==> src/rtl/filter_pkg.sv <==
// Shared definitions for the filter datapath and its sample feeder.
package filter_pkg;

    localparam int SAMPLE_W  = 4;
    localparam int DEPTH_DEF = 8;
    localparam int PRIME_DEF = 2;

    typedef enum logic [1:0] {
        ST_IDLE  = 2'd0,
        ST_PRIME = 2'd1,
        ST_RUN   = 2'd2
    } feeder_state_e;

endpackage

==> src/rtl/filter_feeder_if.sv <==
// Upstream push handshake plus the paced x/x_is_valid stream to the filter.
interface filter_feeder_if #(
    parameter int WIDTH = filter_pkg::SAMPLE_W
);
    logic [WIDTH-1:0] in_data;
    logic             in_valid;
    logic             in_ready;
    logic [WIDTH-1:0] x;
    logic             x_is_valid;

    modport master (
        input  in_data,
        input  in_valid,
        output in_ready,
        output x,
        output x_is_valid
    );

    modport slave (
        output in_data,
        output in_valid,
        input  in_ready,
        input  x,
        input  x_is_valid
    );
endinterface

==> src/rtl/filter_feeder_sync_fifo.sv <==
// Single-clock FIFO with registered level and no full/empty bypass paths.
module sync_fifo
    import filter_pkg::*;
#(
    parameter int WIDTH = SAMPLE_W,
    parameter int DEPTH = DEPTH_DEF
) (
    input  logic                     clk,
    input  logic                     rst,
    input  logic                     push_i,
    input  logic                     pop_i,
    input  logic [WIDTH-1:0]         wdata_i,
    output logic [WIDTH-1:0]         rdata_o,
    output logic [$clog2(DEPTH):0]   level_o,
    output logic                     full_o,
    output logic                     empty_o
);
    localparam int PTR_W = $clog2(DEPTH);
    localparam int LVL_W = PTR_W + 1;

    logic [WIDTH-1:0] mem [DEPTH];
    logic [PTR_W-1:0] wr_ptr_q, wr_ptr_d;
    logic [PTR_W-1:0] rd_ptr_q, rd_ptr_d;
    logic [LVL_W-1:0] level_q, level_d;
    logic             do_push;
    logic             do_pop;

    assign full_o  = (level_q == LVL_W'(DEPTH));
    assign empty_o = (level_q == '0);
    assign do_push = push_i && !full_o;
    assign do_pop  = pop_i && !empty_o;
    assign rdata_o = mem[rd_ptr_q];
    assign level_o = level_q;

    // DEPTH is a power of two, so pointers wrap by plain overflow.
    always_comb begin
        wr_ptr_d = do_push ? wr_ptr_q + PTR_W'(1) : wr_ptr_q;
        rd_ptr_d = do_pop  ? rd_ptr_q + PTR_W'(1) : rd_ptr_q;
        level_d  = level_q;
        case ({do_push, do_pop})
            2'b10:   level_d = level_q + LVL_W'(1);
            2'b01:   level_d = level_q - LVL_W'(1);
            default: level_d = level_q;
        endcase
    end

    always_ff @(posedge clk) begin
        if (!rst) begin
            wr_ptr_q <= '0;
            rd_ptr_q <= '0;
            level_q  <= '0;
        end else begin
            wr_ptr_q <= wr_ptr_d;
            rd_ptr_q <= rd_ptr_d;
            level_q  <= level_d;
        end
    end

    always_ff @(posedge clk) begin
        if (do_push) begin
            mem[wr_ptr_q] <= wdata_i;
        end
    end
endmodule

==> src/rtl/filter_feeder.sv <==
// Paced sample source: buffers upstream samples and emits one every div+1 cycles.
//   state    | meaning
//   ST_IDLE  | disabled, divider held at 0, FIFO contents retained
//   ST_PRIME | enabled, waiting for FIFO level >= PRIME
//   ST_RUN   | divider counting; each tick pops a sample or flags underrun
module filter_feeder
    import filter_pkg::*;
#(
    parameter int WIDTH = SAMPLE_W,
    parameter int DEPTH = DEPTH_DEF,
    parameter int DIV_W = 8,
    parameter int PRIME = PRIME_DEF
) (
    input  logic                   clk,
    input  logic                   rst,
    input  logic                   en,
    input  logic [DIV_W-1:0]       div,
    input  logic                   clr_underrun,
    output logic [$clog2(DEPTH):0] level,
    output logic                   underrun,
    filter_feeder_if.master        bus
);
    localparam int LVL_W = $clog2(DEPTH) + 1;

    feeder_state_e    state_q, state_d;
    logic [DIV_W-1:0] count_q, count_d;
    logic [WIDTH-1:0] x_q, x_d;
    logic             xv_q, xv_d;
    logic             under_q, under_d;

    logic             tick;
    logic             push;
    logic             pop;
    logic [WIDTH-1:0] fifo_head;
    logic             fifo_full;
    logic             fifo_empty;

    assign bus.in_ready   = rst && !fifo_full;
    assign push           = bus.in_valid && bus.in_ready;
    assign bus.x          = x_q;
    assign bus.x_is_valid = xv_q;
    assign underrun       = under_q;

    sync_fifo #(
        .WIDTH (WIDTH),
        .DEPTH (DEPTH)
    ) u_fifo (
        .clk     (clk),
        .rst     (rst),
        .push_i  (push),
        .pop_i   (pop),
        .wdata_i (bus.in_data),
        .rdata_o (fifo_head),
        .level_o (level),
        .full_o  (fifo_full),
        .empty_o (fifo_empty)
    );

    // A tick is decided by the current state alone; en=0 only redirects the next state.
    always_comb begin
        state_d = state_q;
        count_d = '0;
        tick    = 1'b0;
        case (state_q)
            ST_IDLE:  if (en) state_d = ST_PRIME;
            ST_PRIME: if (level >= LVL_W'(PRIME)) state_d = ST_RUN;
            ST_RUN: begin
                if (count_q >= div) tick = 1'b1;
                else                count_d = count_q + DIV_W'(1);
            end
            default:  state_d = ST_IDLE;
        endcase
        if (!en) begin
            state_d = ST_IDLE;
            count_d = '0;
        end

        pop     = tick && !fifo_empty;
        x_d     = pop ? fifo_head : x_q;
        xv_d    = pop;
        under_d = (tick && fifo_empty) || (under_q && !clr_underrun);
    end

    always_ff @(posedge clk) begin
        if (!rst) begin
            state_q <= ST_IDLE;
            count_q <= '0;
            x_q     <= '0;
            xv_q    <= 1'b0;
            under_q <= 1'b0;
        end else begin
            state_q <= state_d;
            count_q <= count_d;
            x_q     <= x_d;
            xv_q    <= xv_d;
            under_q <= under_d;
        end
    end
endmodule

==> src/flat_wrapper.sv <==
// flat-port wrapper written by rule: the top's interface ports become plain ports
module filter_feeder_flat import filter_pkg::*;
#(
    parameter int WIDTH = SAMPLE_W,
    parameter int DEPTH = DEPTH_DEF,
    parameter int DIV_W = 8,
    parameter int PRIME = PRIME_DEF
)
  (clk, rst, en, div, clr_underrun, level, underrun, bus_in_data, bus_in_valid, bus_in_ready, bus_x, bus_x_is_valid);
  filter_feeder_if #(.WIDTH(WIDTH)) bus_i ();
  input  logic clk;
  input  logic rst;
  input  logic en;
  input  logic [DIV_W-1:0] div;
  input  logic clr_underrun;
  output logic [$clog2(DEPTH):0] level;
  output logic underrun;
  input wire logic [$bits(bus_i.in_data)-1:0] bus_in_data;
  input wire logic [$bits(bus_i.in_valid)-1:0] bus_in_valid;
  output wire logic [$bits(bus_i.in_ready)-1:0] bus_in_ready;
  output wire logic [$bits(bus_i.x)-1:0] bus_x;
  output wire logic [$bits(bus_i.x_is_valid)-1:0] bus_x_is_valid;
  assign bus_i.in_data = bus_in_data;
  assign bus_i.in_valid = bus_in_valid;
  assign bus_in_ready = bus_i.in_ready;
  assign bus_x = bus_i.x;
  assign bus_x_is_valid = bus_i.x_is_valid;
  filter_feeder #(.WIDTH(WIDTH), .DEPTH(DEPTH), .DIV_W(DIV_W), .PRIME(PRIME)) u_core (.clk(clk), .rst(rst), .en(en), .div(div), .clr_underrun(clr_underrun), .level(level), .underrun(underrun), .bus(bus_i));
endmodule
==> config.mk <==
export PLATFORM = sky130hd
export DESIGN_NAME = filter_feeder_flat
export DESIGN_NICKNAME = d
export VERILOG_FILES = /design/src/rtl/filter_pkg.sv /design/src/rtl/filter_feeder_if.sv /design/src/rtl/filter_feeder_sync_fifo.sv /design/src/rtl/filter_feeder.sv /design/src/flat_wrapper.sv
export SDC_FILE = /design/constraint.sdc
export NUM_CORES = 1
export LEC_CHECK = 0
export CORE_ASPECT_RATIO = 2
export CORE_MARGIN = 1
export CORE_UTILIZATION = 51
export CTS_CLUSTER_SIZE = 16
export DETAILED_ROUTE_END_ITERATION = 10
export MAX_ROUTING_LAYER = met4
export PLACE_DENSITY = 0.76
export SLEW_MARGIN = 15
export SYNTH_ARGS = -nofsm -noshare
export SYNTH_HDL_FRONTEND = slang
export SYNTH_SLANG_ARGS = --single-unit
==> constraint.sdc <==
create_clock -name clk -period 4.05 [get_ports clk]
set_input_delay 0.81 -clock clk [delete_from_list [all_inputs] [get_ports clk]]
set_output_delay 0.81 -clock clk [all_outputs]
set_load 0.005 [all_outputs]
==> out/results.txt, run 1 <==
Post-layout minimum cycle time - 3460 ps
Setup Crit Path Kind - input port to flip-flop
Hold path depth - 2
Starting density of the core - 0.530
Clock tree buffer depth - 2
Synth area leaders - edfxtp_1 (37%), dfxtp_1 (20%), mux4_2 (6.9%)
DPL Wire Length - 3420 um
Crit Reg-Reg Startpoint - u_core.count_q[0]$_SDFF_PP0_
Clock transition at path regs - 70 ps
Largest net degree at the start of global routing - 21
Post-CTS Resized - 0
Reg2Reg Depth - 13
Routed Antenna Nets - 0
Chip width - 52.5 um
Root buf cell - clkbuf_8
Yosys warnings - 0
Maximum clock frequency - 289 MHz
Setup TNS - 0 ps
Crit end category - flip-flop
Initial antenna violation count - 0
Die Ht - 103 um
Unrepaired setup endpoints after global routing - no
Syn Nets - 244
Clock Latency Late Sink - 340 ps
H-tree Lvls - 3
Static Leak - 0.00117 uW
Area of the multi-input gates - 1040 um^2
Hold endpoint - u_core.bus.x[0]$_SDFFE_PN0P_
Gate Count Post-Synth - 212
Slew HR - 0.559
Sequential element share of the synthesized area - 0.569
Drc violations - 0
Number of max-cap violations - 0
Highest net fanout along the worst path - 9
Synth cell types - 37
# hold bufs at CTS - 0
Main synth FF type - edfxtp_1
Commonest non-fill, non-tap cell in the layout - edfxtp_1
CTS tree - yes
Hold Path Class - flip-flop to flip-flop
Die ar. - 5410 um^2
Vias per std cell - 5.39
Seq cells post-synth - 58
CP Launch Type - input port
EDFF count, synth - 32
Capture point of the worst reg-to-reg path - u_core.u_fifo.level_o[3]$_SDFFE_PN0P_
Slew Limit Fails - 0
Final wirelength - 4580 um
FP Rows - 36
Layout cells sized above 1 - 0.138
Synth area leader - edfxtp_1
Reg-to-reg setup timing slack - 1050 ps
DR vias - 1671
Power density over cell area - 421 nW/um^2
Clock Sinks - 58
Global-route wire length before repair - 7540 um
Core area - 4910 um^2
Mapped Avg Cell Area - 12.3 um^2
Postcts setup bufs - 0
Most frequent cells in the layout - edfxtp_1 (32), clkdlybuf4s50_1 (27), dfxtp_1 (26)
Diode count - 0
Final nets - 280
Critical Path RT - 4330 ps
Share of Yosys cell area claimed by the top area cell type - 0.369
Setup-failing EPs final - 0
Gr ovfl total - 0
Hold Crit Start - u_core.bus.x[0]$_SDFFE_PN0P_
Clk_skew - 12.6 ps
Gpl congestion - 0.885
Setup WS pre-CTS - 213 ps
VDD IR-drop max - 519 uV
Asr flop ratio synth - 0
Total CTS buffers - 9
WP data arrival - 3740 ps
1st-iter DRT viols - 16
GRT Util Overall - 0.211
Outcome - completed
Worst Tran Pin Value - 657 ps
Fillers - 384
Synthesized cell area - 2600 um^2
# port buffers - 27
P&R area growth vs syn - 22.5%
Post-DR wirelength/cell - 14.8 um
Vias in the first global route - 1680
PnR worst setup slack - 590 ps
Drt first pass iters - 4
Final hold vios - 0
Fin crit share - 0.854
Top-level I/O count - 28
Storage element area - 1480 um^2
state kept, by name (all words and copies together), names as in the netlist:
register / count
u_core.bus.x: 4
u_core.bus.x_is_valid: 1
u_core.count_q: 8
u_core.state_q: 2
u_core.u_fifo.level_o: 4
u_core.u_fifo.mem: 32
u_core.u_fifo.rd_ptr_q: 3
u_core.u_fifo.wr_ptr_q: 3
u_core.underrun: 1
power breakdown:
part / total [uW] / switching (uW) / leakage, uW / internal, uW
Combinational: 59.9 / 28.1 / 0.000549 / 31.8
Sequential: 633 / 5.38 / 0.000499 / 627
Clock: 649 / 235 / 0.000124 / 413
Total: 1340 / 269 / 0.00117 / 1070
area by class of cell:
| class | count | share of cell area |
|---|---|---|
| clock inverter | 7 | 0.0392 |
| inverter | 15 | 0.0177 |
| timing repair buffer | 30 | 0.0918 |
| sequential | 58 | 0.464 |
| clock buffer | 9 | 0.0388 |
| multi-input combinational | 134 | 0.326 |
| tap | 57 | 0.0224 |
worst max path at each step:
stage,startpoint,endpoint,slack (ps),cells after the start
2_1_floorplan,div[0],u_core.u_fifo.level_o[3]$_SDFFE_PN0P_,630,13
3_3_place_gp,div[0],u_core.u_fifo.level_o[3]$_SDFFE_PN0P_,270,13
3_5_place_dp,div[0],u_core.u_fifo.level_o[3]$_SDFFE_PN0P_,210,13
4_1_cts,div[0],u_core.u_fifo.level_o[3]$_SDFFE_PN0P_,580,13
5_1_grt,div[0],u_core.u_fifo.level_o[3]$_SDFFE_PN0P_,420,13
6_report,div[0],u_core.u_fifo.level_o[3]$_SDFFE_PN0P_,590,13
cell families (layout without fill, tap and decap cells):
logic type,Yosys count,after routing,share of synthesized area
flops,58,58,0.569
fa+ha+maj,15,15,0.0750
mux,14,14,0.0942
xor+xnor,10,10,0.0336
simple gates,71,71,0.132
compound gates,24,24,0.0639
buf+inv,20,61,0.0322
worst max-delay path, cell delays in order:
cell,delay (ps)
clkdlybuf4s50_1,400
ha_1,280
nand2b_4,150
a2111oi_4,410
o21bai_4,160
and2_1,190
ha_1,210
ha_1,270
a21o_1,170
a21oi_1,160
xnor2_1,80
or3_1,300
a21oi_1,130
layer usage:
layer / global-route usage / wire length [um] / up-vias
li1: - / - / 837
met1: 0.192 / 1660 / 790
met2: 0.368 / 2600 / 34
met3: 0.0737 / 193 / 10
met4: 0.111 / 129 / 0
met5: - / 0 / -
through the flow:
step                power (uW)  utilization  cells  hold slack (ps)  area, um^2
global route              1390        0.650    310              478        3190
finish                    1340        0.650    310              449        3190
detailed placement         706        0.599    294              442        2940
global placement           704        0.599    294              439        2940
CTS                       1350        0.650    310              451        3190
floorplan                  675            -    212              426        2600
cell usage after synthesis, drive strengths merged (2+ instances only):
cell / number
ha: 14
a21oi: 7
xnor2: 4
mux2i: 2
nor2: 24
mux4: 8
o21ai: 11
and2: 2
and3: 3
nand4: 5
nor3: 3
edfxtp: 32
nand2: 15
nand3: 8
xor2: 6
nand2b: 5
mux2: 4
dfxtp: 26
clkbuf: 3
buf: 2
inv: 15
Power figures use the tool's default switching activity.
==> inputs of run 2 (changes only) <==
CAP_MARGIN = 20   (was not set)
CORE_MARGIN = 4   (was 1)
SKIP_LAST_GASP = 1   (was not set)
==> run 2 against run 1 <==
Net effect:
- final cell count shrank 0.32%
- final area down 1.5%
- die area up 18%
==> out/results.txt, run 2 (synthesized netlist as in run 1, its figures left out) <==
Initial antenna violation count - 0
VDD IR-drop max - 378 uV
Largest Register - u_core.u_fifo.mem
CTS tree - yes
Highest net fanout along the worst path - 9
Core area - 4910 um^2
Worst Tran Pin Value - 714 ps
Post-DR wirelength/cell - 15.2 um
Root buf cell - clkbuf_8
Unrepaired setup endpoints after global routing - no
1st-iter DRT viols - 47
Vias per std cell - 5.33
Portion of total power attributed to the clock network - 0.449
Clock Latency Late Sink - 330 ps
FP Rows - 36
Gpl congestion - 0.780
Max reg flops - 32
Global-route wire length before repair - 7620 um
Post-DP Area - 2930 um^2
Largest net degree at the start of global routing - 21
Crit end category - flip-flop
Largest stage delay on the critical path - 430 ps
Clock tree buffer depth - 2
Vias in the first global route - 1642
Commonest non-fill, non-tap cell in the layout - edfxtp_1
Setup WS pre-CTS - 178 ps
Chip width - 58.5 um
Fillers - 391
Slew HR - 0.520
Crit Reg-Reg Startpoint - u_core.count_q[0]$_SDFF_PP0_
CP Launch Type - input port
Final nets - 279
Clk_skew - 7.79 ps
Worst Hold Margin - 462 ps
Post-layout minimum cycle time - 3520 ps
Comb pwr share - 0.048
Final Cell Area - 3140 um^2
Setup Crit Path Kind - input port to flip-flop
WP data arrival - 3790 ps
Slowest stage cell on the critical path - a2111oi_4
Die ar. - 6380 um^2
Die Ht - 109 um
Crit path launch - div[0]
DR vias - 1647
Starting density of the core - 0.530
Top-level I/O count - 28
Hold Path Class - flip-flop to flip-flop
Drt first pass iters - 5
GRT Util Overall - 0.172
Setup-failing EPs final - 0
# hold bufs at CTS - 0
Gr ovfl total - 0
Post-CTS Resized - 0
Power density over cell area - 400 nW/um^2
Diode count - 0
Maximum clock frequency - 284 MHz
Hold Crit Start - u_core.bus.x[2]$_SDFFE_PN0P_
Worst path most repeated cell - ha_1
Switching Fraction - 0.203
Fin crit share - 0.868
Static Leak - 0.00115 uW
PnR worst setup slack - 534 ps
Slew Limit Fails - 0
Most frequent cells in the layout - edfxtp_1 (32), clkdlybuf4s50_1 (27), dfxtp_1 (26)
Drc violations - 0
H-tree Lvls - 3
Clock transition at path regs - 70 ps
Layout cells sized above 1 - 0.127
Internal - 1000 uW
Routed Antenna Nets - 0
Biggest regs - u_core.u_fifo.mem x32, u_core.count_q x8
Reg power frac - 0.504
Critical-path cell list - clkdlybuf4s50_1 > ha_1 > nand2b_4 > a2111oi_4 > o21bai_4 > and2_1 > ha_1 > ha_1 > a21o_1 > a21oi_1 > xnor2_1 > or3_1 > a21oi_1
Switching pwr - 256 uW
Number of max-cap violations - 0
Critical Path RT - 4320 ps
Final wirelength - 4710 um
Outcome - completed
P&R area growth vs syn - 20.7%
Setup TNS - 0 ps
Postcts setup bufs - 0
DPL Wire Length - 3560 um
Final hold vios - 0
Total CTS buffers - 9
Clock Sinks - 58
# port buffers - 27
-- run 2: power groups by stage --
| stage | sequential [uW] | combinational, uW | clock (uW) |
|---|---|---|---|
| 2_1_floorplan | 645 | 30.0 | 0 |
| 3_3_place_gp | 645 | 59.1 | 0 |
| 3_5_place_dp | 646 | 60.8 | 0 |
| 4_1_cts | 633 | 60.9 | 573 |
| 5_1_grt | 634 | 66.6 | 597 |
| 6_report | 633 | 60.0 | 564 |
-- run 2: critical path, delay by kind of cell --
kind / cells / cell delay [ps]
AOI/OAI and AO/OA: 5 / 1070
adders and majority gates: 3 / 770
and+or+nand+nor: 3 / 660
buffers and inverters: 1 / 410
xor gates and xnor gates: 1 / 90
-- run 2: path summary, 6_finish.rpt --
| check | to | slack, ps | depth (start not counted) |
|---|---|---|---|
| worst min register to register | u_core.bus.x[2]$_SDFFE_PN0P_ | 460 | 2 |
| worst max register to register | u_core.u_fifo.level_o[3]$_SDFFE_PN0P_ | 1000 | 13 |
| worst max-delay path | u_core.u_fifo.level_o[3]$_SDFFE_PN0P_ | 530 | 13 |
| worst min-delay path | u_core.bus.x[2]$_SDFFE_PN0P_ | 460 | 2 |
-- run 2: stage by stage --
| step | total power, uW | cells | utilization |
|---|---|---|---|
| global route | 1300 | 309 | 0.640 |
| detailed placement | 706 | 293 | 0.597 |
| floorplan | 675 | 212 | - |
| CTS | 1270 | 309 | 0.640 |
| finish | 1260 | 309 | 0.640 |
| global placement | 704 | 293 | 0.597 |
-- run 2: cell type report --
cell class | instances | area, um^2 | area share
clock inverters | 6 | 81.3 | 0.0259
inverters | 15 | 56.3 | 0.0179
clock buffers | 10 | 128 | 0.0406
multi-input cells | 134 | 1040 | 0.331
well taps | 57 | 71.3 | 0.0227
flip-flops and latches | 58 | 1480 | 0.472
repair buffers | 29 | 285 | 0.0908
-- run 2: routing by layer --
| metal | global-route usage | wire length (um) |
|---|---|---|
| met5 | - | 0 |
| met1 | 0.153 | 1680 |
| met2 | 0.310 | 2720 |
| met4 | 0.0945 | 76 |
| met3 | 0.0498 | 231 |
